<file path="config.mk">
export PLATFORM = sky130hd
export DESIGN_NAME = base_rr_stage
export DESIGN_NICKNAME = d
export VERILOG_FILES = /design/src/rtl/base_pkg.sv /design/src/rtl/base_rr_pick.sv /design/src/rtl/base_rr_stage.sv
export SDC_FILE = /design/constraint.sdc
export NUM_CORES = 1
export LEC_CHECK = 0
export ABC_AREA = 0
export CORE_MARGIN = 2
export CORE_UTILIZATION = 36
export DETAILED_ROUTE_END_ITERATION = 16
export HOLD_SLACK_MARGIN = 0.15
export PLACE_DENSITY = 0.87
export SYNTH_ARGS = -nofsm -noshare
export SYNTH_HDL_FRONTEND = slang
export SYNTH_SLANG_ARGS = --single-unit
</file>
<file path="constraint.sdc">
create_clock -name clk -period 2.4 [get_ports clk]
set_clock_uncertainty 0.1 [all_clocks]
set_input_delay 0.48 -clock clk [delete_from_list [all_inputs] [get_ports clk]]
set_output_delay 0.48 -clock clk [all_outputs]
set_load 0.005 [all_outputs]
</file>
<file path="src/rtl/base_pkg.sv">
// Shared helpers for the base_* arbitration blocks: index-width derivation
// and the consistency check between a requester count and its index width.
package base_pkg;

    function automatic int clog2(input int n);
        int r;
        r = 0;
        while ((1 << r) < n) r++;
        return r;
    endfunction

    function automatic bit idw_ok(input int ways, input int idw);
        return (idw >= 1) && (idw == clog2(ways));
    endfunction

endpackage

</file>
<file path="src/rtl/base_rr_pick.sv">
// Combinational round-robin picker: lowest requester at or above ptr wins,
// otherwise the lowest requester overall.
module base_rr_pick #(
    parameter int ways = 4,
    parameter int idw  = 2
) (
    input  logic [ways-1:0] req,
    input  logic [idw-1:0]  ptr,
    output logic [ways-1:0] grant,
    output logic [idw-1:0]  idx,
    output logic            any
);

    logic [ways-1:0]   hi_mask;
    logic [2*ways-1:0] dbl;

    // Lower half holds requests at/above ptr, upper half all requests, so the
    // lowest set bit of the doubled vector is the round-robin winner.
    always_comb begin
        hi_mask = '0;
        for (int k = 0; k < ways; k++) begin
            hi_mask[k] = (k >= int'(ptr));
        end
        dbl = {req, req & hi_mask};
        idx = '0;
        any = 1'b0;
        for (int j = 2 * ways - 1; j >= 0; j--) begin
            if (dbl[j]) begin
                any = 1'b1;
                idx = (j >= ways) ? idw'(j - ways) : idw'(j);
            end
        end
        grant = any ? (ways'(1) << idx) : '0;
    end

endmodule

</file>
<file path="src/rtl/base_rr_stage.sv">
// Round-robin arbitrated pipeline stage: several valid/ready requesters share
// one registered output slot carrying the winner's data and index.
module base_rr_stage
    import base_pkg::*;
#(
    parameter int ways  = 4,
    parameter int width = 8,
    parameter int idw   = 2
) (
    input  logic                  clk,
    input  logic                  reset,
    input  logic [ways-1:0]       i_v,
    input  logic [ways*width-1:0] i_d,
    output logic [ways-1:0]       i_r,
    output logic                  o_v,
    input  logic                  o_r,
    output logic [width-1:0]      o_d,
    output logic [idw-1:0]        o_id
);

    generate
        if (!idw_ok(ways, idw)) begin : g_bad_idw
            $error("base_rr_stage: idw must equal clog2(ways) and be at least 1");
        end
    endgenerate

    logic [idw-1:0]  ptr;
    logic [idw-1:0]  win;
    logic [ways-1:0] grant;
    logic            any;
    logic            load;
    logic            accept;
    logic [idw-1:0]  ptr_next;

    base_rr_pick #(
        .ways (ways),
        .idw  (idw)
    ) u_pick (
        .req   (i_v),
        .ptr   (ptr),
        .grant (grant),
        .idx   (win),
        .any   (any)
    );

    // The slot can take a new entry when empty or draining this cycle.
    assign load     = ~o_v | o_r;
    assign accept   = load & any;
    assign i_r      = (reset || !load) ? '0 : grant;
    assign ptr_next = (win == idw'(ways - 1)) ? '0 : win + 1'b1;

    // Output slot and priority pointer; ptr only advances on an accept.
    always_ff @(posedge clk or posedge reset) begin
        if (reset) begin
            o_v  <= 1'b0;
            o_d  <= '0;
            o_id <= '0;
            ptr  <= '0;
        end else if (accept) begin
            o_v  <= 1'b1;
            o_d  <= i_d[int'(win)*width +: width];
            o_id <= win;
            ptr  <= ptr_next;
        end else if (load) begin
            o_v  <= 1'b0;
        end
    end

endmodule

</file>
Yosys cells after proc, flatten, opt, wreduce, memory -nomap -nowiden
Cells that the tools add are included.
{ "classes": {"addsub": 1, "shifts": 2, "n_eq_ne": 1, "n_lt_le_gt_ge": 3, "bitwise_logic": 4, "reduce_logical": 3, "mux": 21} }
{ "op_table": {"columns": ["operator", "n"], "rows": [
  ["$shiftx A32 B6 Y8", 1],
  ["$mux W2", 9],
  ["$mux W1", 10],
  ["$mux W4", 2],
  ["$and A4 B4 Y4", 1],
  ["$ge A1 B2 Y1 const A", 2],
  ["$shl A1 B2 Y4 const A", 1],
  ["$add A2 B1 Y2 const B", 1],
  ["$eq A2 B2 Y1 const B", 1],
  ["$ge A2 B2 Y1 const A", 1],
  ["$reduce_bool A2 Y1", 1],
  ["$and A1 B1 Y1", 1],
  ["$logic_not A1 Y1", 1],
  ["$logic_or A1 B1 Y1", 1],
  ["$not A1 Y1", 1],
  ["$or A1 B1 Y1", 1]
]} }
{ "totals": {"register_bits": 13} }

Logic depth before layout (Yosys ltp)
{ "logic_depth": {"ltp_word": 11, "ltp_mapped": 8, "ltp_nobuf": 6} }

Modules after synthesis
From an unflattened synthesis, not the netlist that was laid out.
{ "unflattened": {"hier_cells": 73, "area_unflattened_um2": 890.9} }
{ "by_module_without_submodules": {"columns": ["module", "seq_area_each_um2", "area_per_inst_um2", "cells_each", "instances"], "rows": [
  ["base_rr_stage", 325.3, 721.9, 46, 1],
  ["base_rr_pick", 0.0, 168.9, 27, 1]
]} }

Worst setup path after synthesis
Ideal clock, no wire load.
{ "synth_path": {"path_kind": "input to output", "from": "input i_v[1]", "to": "output i_r[1]", "path_stages": 8, "path_buffers": 2, "setup_slack_ns": 0.287, "required_ns": 1.820, "arrival_time_ns": 1.533, "cell_sequence": "nand2b_1 > a21oi_1 > a211o_1 > buf_6 > buf_6 > inv_1 > ha_1 > and2_1"} }
{ "synth_between": {"elab_chain_cells": 9, "word_cells_on_any_way": 16, "cone_classes": "shift: 1; mux: 14; bitwise: 1"} }
{ "synth_lines": {"columns": ["element", "line_no", "text"], "rows": [
  ["start: declaration", "base_rr_stage.sv:12", "input logic [ways-1:0] i_v,"],
  ["$mux W2 (4 in series)", "base_rr_pick.sv:28", "if (dbl[j]) begin"],
  ["$mux W2 * (2 in series)", "base_rr_pick.sv:28", null],
  ["named net u_pick.idx[0]", "base_rr_pick.sv:10", "output logic [idw-1:0] idx,"],
  ["$shl A1 B2 Y4 *", "base_rr_pick.sv:33", "grant = any ? (ways'(1) << idx) : '0;"],
  ["$mux W4 *", "base_rr_pick.sv:33", null],
  ["$mux W4 *", "base_rr_stage.sv:49", "assign i_r = (reset || !load) ? '0 : grant;"],
  ["end: declaration", "base_rr_stage.sv:14", "output logic [ways-1:0] i_r,"]
]} }
The timed path passes the listed nets; every way through them passes the cells marked *.

Worst setup path after layout
{ "layout_path": {"from": "input i_v[1]", "to": "output i_r[1]"} }
{ "layout_between": {"elab_chain_cells": 9, "word_cells_on_any_way": 16, "cone_classes": "shift: 1; mux: 14; bitwise: 1"} }
{ "layout_lines": {"columns": ["element", "line_no"], "rows": [
  ["$mux W2 (6 in series)", "base_rr_pick.sv:28"],
  ["$shl A1 B2 Y4", "base_rr_pick.sv:33"],
  ["$mux W4 *", "base_rr_pick.sv:33"],
  ["$mux W4 *", "base_rr_stage.sv:49"]
]} }
Mark *: on every way between the ends. The rest lies on a longest branch, timed or not.

==> results list <==
* Clock sinks: 13
- Seq/Total Area, Yosys: 37.6%
- In the synthesized netlist the async set-or-reset flop fraction comes to 100%.
- Slew at the pin closest to its max-slew limit: 509 ps
* Dominant register cell in the synthesized netlist: sky130_fd_sc_hd__dfrtp_1
- Clock transition time at the flip-flop clock pins of the worst setup and hold paths: 80 ps
- The die is 53.0 um wide.
- Summed over all layers, the routed wires come to 2730 um.
- The count of nets left with antenna violations once routing finished came out at 0.
- Routed length on met3: 248 um
* Number of global-route vias before repair: 996
* Number of max-slew violations in the final report: 0
- The share of total power dissipated in sequential elements is 29.8%.
* Fraction of synthesized cell area in xor and xnor cells: 0%
- Sorting the synthesized cells by area gives the leading types as sky130_fd_sc_hd__dfrtp_1 (38%), sky130_fd_sc_hd__mux2i_1 (19%), sky130_fd_sc_hd__o221ai_1 (8.1%).
- The first global-routing pass estimated 4230 um of wire.
- Cell type with the largest total area after synthesis: sky130_fd_sc_hd__dfrtp_1
- Summing internal, switching and leakage power gives 1.23 mW.
- The finished cells cover 1660 um^2.
- During synthesis, Yosys emitted a total of 0 warnings.
- Number of enable-type register cells in the synthesized netlist: 0
- During placement, the flow inserted port buffers numbering 53.
* Internal Dissipation: 821 uW
- Netlist Area Pre-Place: 865 um^2
* Commonest cells after routing, fill and taps aside: sky130_fd_sc_hd__clkdlybuf4s50_1 (45), sky130_fd_sc_hd__buf_4 (27), sky130_fd_sc_hd__mux2i_1 (16)
- Post-synthesis share of cell area spent on and, or, nand and nor gates: 13.3%
- Maximum number of pins on one net before global-route repair: 16
- Cell family with the largest share of critical-path delay: buffers and inverters
* Effective utilization at floorplan: 38.7%
- WL per Instance: 14.1 um
- Post-synthesis cell type count: 20
- Synth Area per Inst: 10.1 um^2
* Post-layout net count: 210
* DRC violation total after the first TritonRoute iteration: 7
- The routed layout has 968 vias.
- Worst-case clock buffer depth: 2
- The number of antenna violations at the first check in global routing came to 0.
- Type of destination of the critical path: output port
- Vertical extent of the die: 53.0 um
- Post-synth net total: 129
- Slew margin rel.: 66.1%
* Fraction of the core area covered by cells at the end of the flow: 74.5%
- IR analysis of the VDD net gives a maximum drop of 0.487 mV.
* Core Box Area: 2230 um^2
* Clock tree root buffer cell: sky130_fd_sc_hd__clkbuf_4
* Highest-delay cell along the critical path: sky130_fd_sc_hd__clkdlybuf4s15_2
- GP Congestion: 0.629
* Leakage power: 0.791 nW
- The tightest min-delay check is of the reg2reg type.
* Proportion of power drawn by the clock network: 10.6%
- For this run, design rule violations remaining after detail routing come to 0.
- Along the worst path, the maximum fanout reaches 2.
* Inserted Clock Buffers: 3
* Post-synth top area share: 37.6%
* Placement-stage worst setup slack: -594 ps
* Critical path's largest stage delay: 190 ps
- The later pin in the worst-skew pair is clocked with a latency of 260 ps.
* Max-Cap Viols: 0
* Via-to-Cell Ratio: 4.99
- Synthesis-to-finish area growth: 92.5%
- STA classifies the critical path startpoint as a primary input.
- Detailed placement ended at an HPWL of 2060 um.
* Worst setup margin: 60.0 ps
* Maximum clock frequency: 427 MHz
- Counting I/O delays and the setup requirement, the final critical path takes 2340 ps.
- Of the total power, the share spent switching nets is 33.4%.
- The detailed router used layers up to and including met4.
* Run status: finished, final reports clean
- Setup repair after global routing missed its margin: no
- Dividing the final minimum period by the clock period gives 97.5%.
- Logic pwr share: 59.6%
- Setup violations remaining at the end of the flow were counted as 0.
- The library cell used most frequently in the layout, excluding fill and tap cells, is sky130_fd_sc_hd__clkdlybuf4s50_1.
- Total iterations of the first detailed-routing run: 4
- Combinational family with the most area after synthesis: multiplexers
- Most frequent cell on the critical path: sky130_fd_sc_hd__buf_4
- Antenna diode count: 0
- Boundary pin count: 54
- After Yosys synthesis, full adders, half adders and majority gates account for 5.79% of the synthesized area.
- Flip-flop and latch count after synthesis: 13
* Number of buffers inserted for hold repair after clock tree synthesis: 0
- Final hold slack: 385 ps
- Arrival time of data at the critical path endpoint: 1760 ps
* Critical path class: in2out
* Total number of H-tree levels: 1
- Met2 WL: 1450 um
* Met1 routed wirelength after detailed routing: 1010 um
- The die covers 2810 um^2.
- STA puts the critical path data required time at 1820 ps.
- Row Count: 17
* Fraction of layout cells with a size suffix above 1: 32.5%
- Compound-gate portion of the synthesized area: 16.8%
- The portion of synthesized area spent on multiplexers is 19.8%.
* Power density over the cells: 740 nW/um^2
- Walking the worst path, the cells encountered are clkdlybuf4s15_2 -> nand2b_4 -> a21oi_4 -> o32ai_4 -> buf_4 -> buf_4 -> ha_1 -> and2_1 -> buf_2.
- GRT overflow: 0
- Final hold violation count: 0
* Sw Pwr: 411 uW
- CTS tree: built
- CP Buf/Inv Count: 4
- Combined global-route utilization of all metal layers: 20.8%
- Post-detailed-placement cell area: 1520 um^2
* Gate count of the mapped netlist: 86
[synthesized netlist by cell type, drive strengths merged (2+ instances only)]
library cell  instances
a21oi                 4
and2                  4
buf                   3
clkbuf                2
dfrtp                13
ha                    4
inv                   6
mux2i                16
nand2                10
nand2b                5
nor2                  4
o221ai                8
[per-stage QoR]
step / cells / TNS (ps)
finish: 194 / 0
global route: 194 / 0
CTS: 192 / -9.94
detailed placement: 178 / -2860
global placement: 178 / -2040
floorplan: 86 / 0
[power by group through the flow]
stage,Combinational [mW],Sequential [mW],Clock (mW)
2_1_floorplan,0.296,0.353,0
3_3_place_gp,0.582,0.353,0
3_5_place_dp,0.607,0.353,0
4_1_cts,0.702,0.360,0.134
5_1_grt,0.803,0.378,0.143
6_report,0.734,0.367,0.131
[registers in the layout (all words and copies together) (netlist names)]
signal / cells
o_v: 1
ptr: 2
o_d: 8
o_id: 2
[per-layer routing]
metal  track usage [%]  vias up
met5                 0        -
met2              39.4       42
met4              3.85        0
li1                  -      467
met3              5.93        4
met1              22.8      455
[area by class of cell]
cell class                      instances  area (um^2)
Sequential cell                        13          328
Timing Repair Buffer                   81          711
Fill cell                             166          569
Clock buffer                            4         26.3
Multi-Input combinational cell         62          542
Tap cell                               28         35.0
Inverter                                6         22.5
[cell families (layout without fill, tap and decap cells)]
family,Yosys count,after routing
flops,13,13
simple gates,24,24
fa+ha+maj,4,4
mux,17,17
buf+inv,11,91
compound gates,17,17
[worst paths after layout]
kind	from	slack, ps	end	cells past startpoint
worst max-delay path	i_v[1]	60	i_r[1]	9
worst min-delay path	o_id[0]	390	o_id[0]	1
worst max register to register	ptr[0]	470	o_d[3]	8
worst min register to register	o_id[0]	390	o_id[0]	1
max in group asynchronous	reset	1360	ptr[0]	2
min in group asynchronous	reset	470	o_d[6]	2
[timing repair]
| action | in CTS | in global routing |
|---|---|---|
| buffers inserted | 10 | 2 |
| endpoints found under the setup margin | 4 | 4 |
| gates resized for setup | 33 | 12 |
| pin swaps | 2 | 3 |
Note: power is estimated with default switching activity, not from simulation.
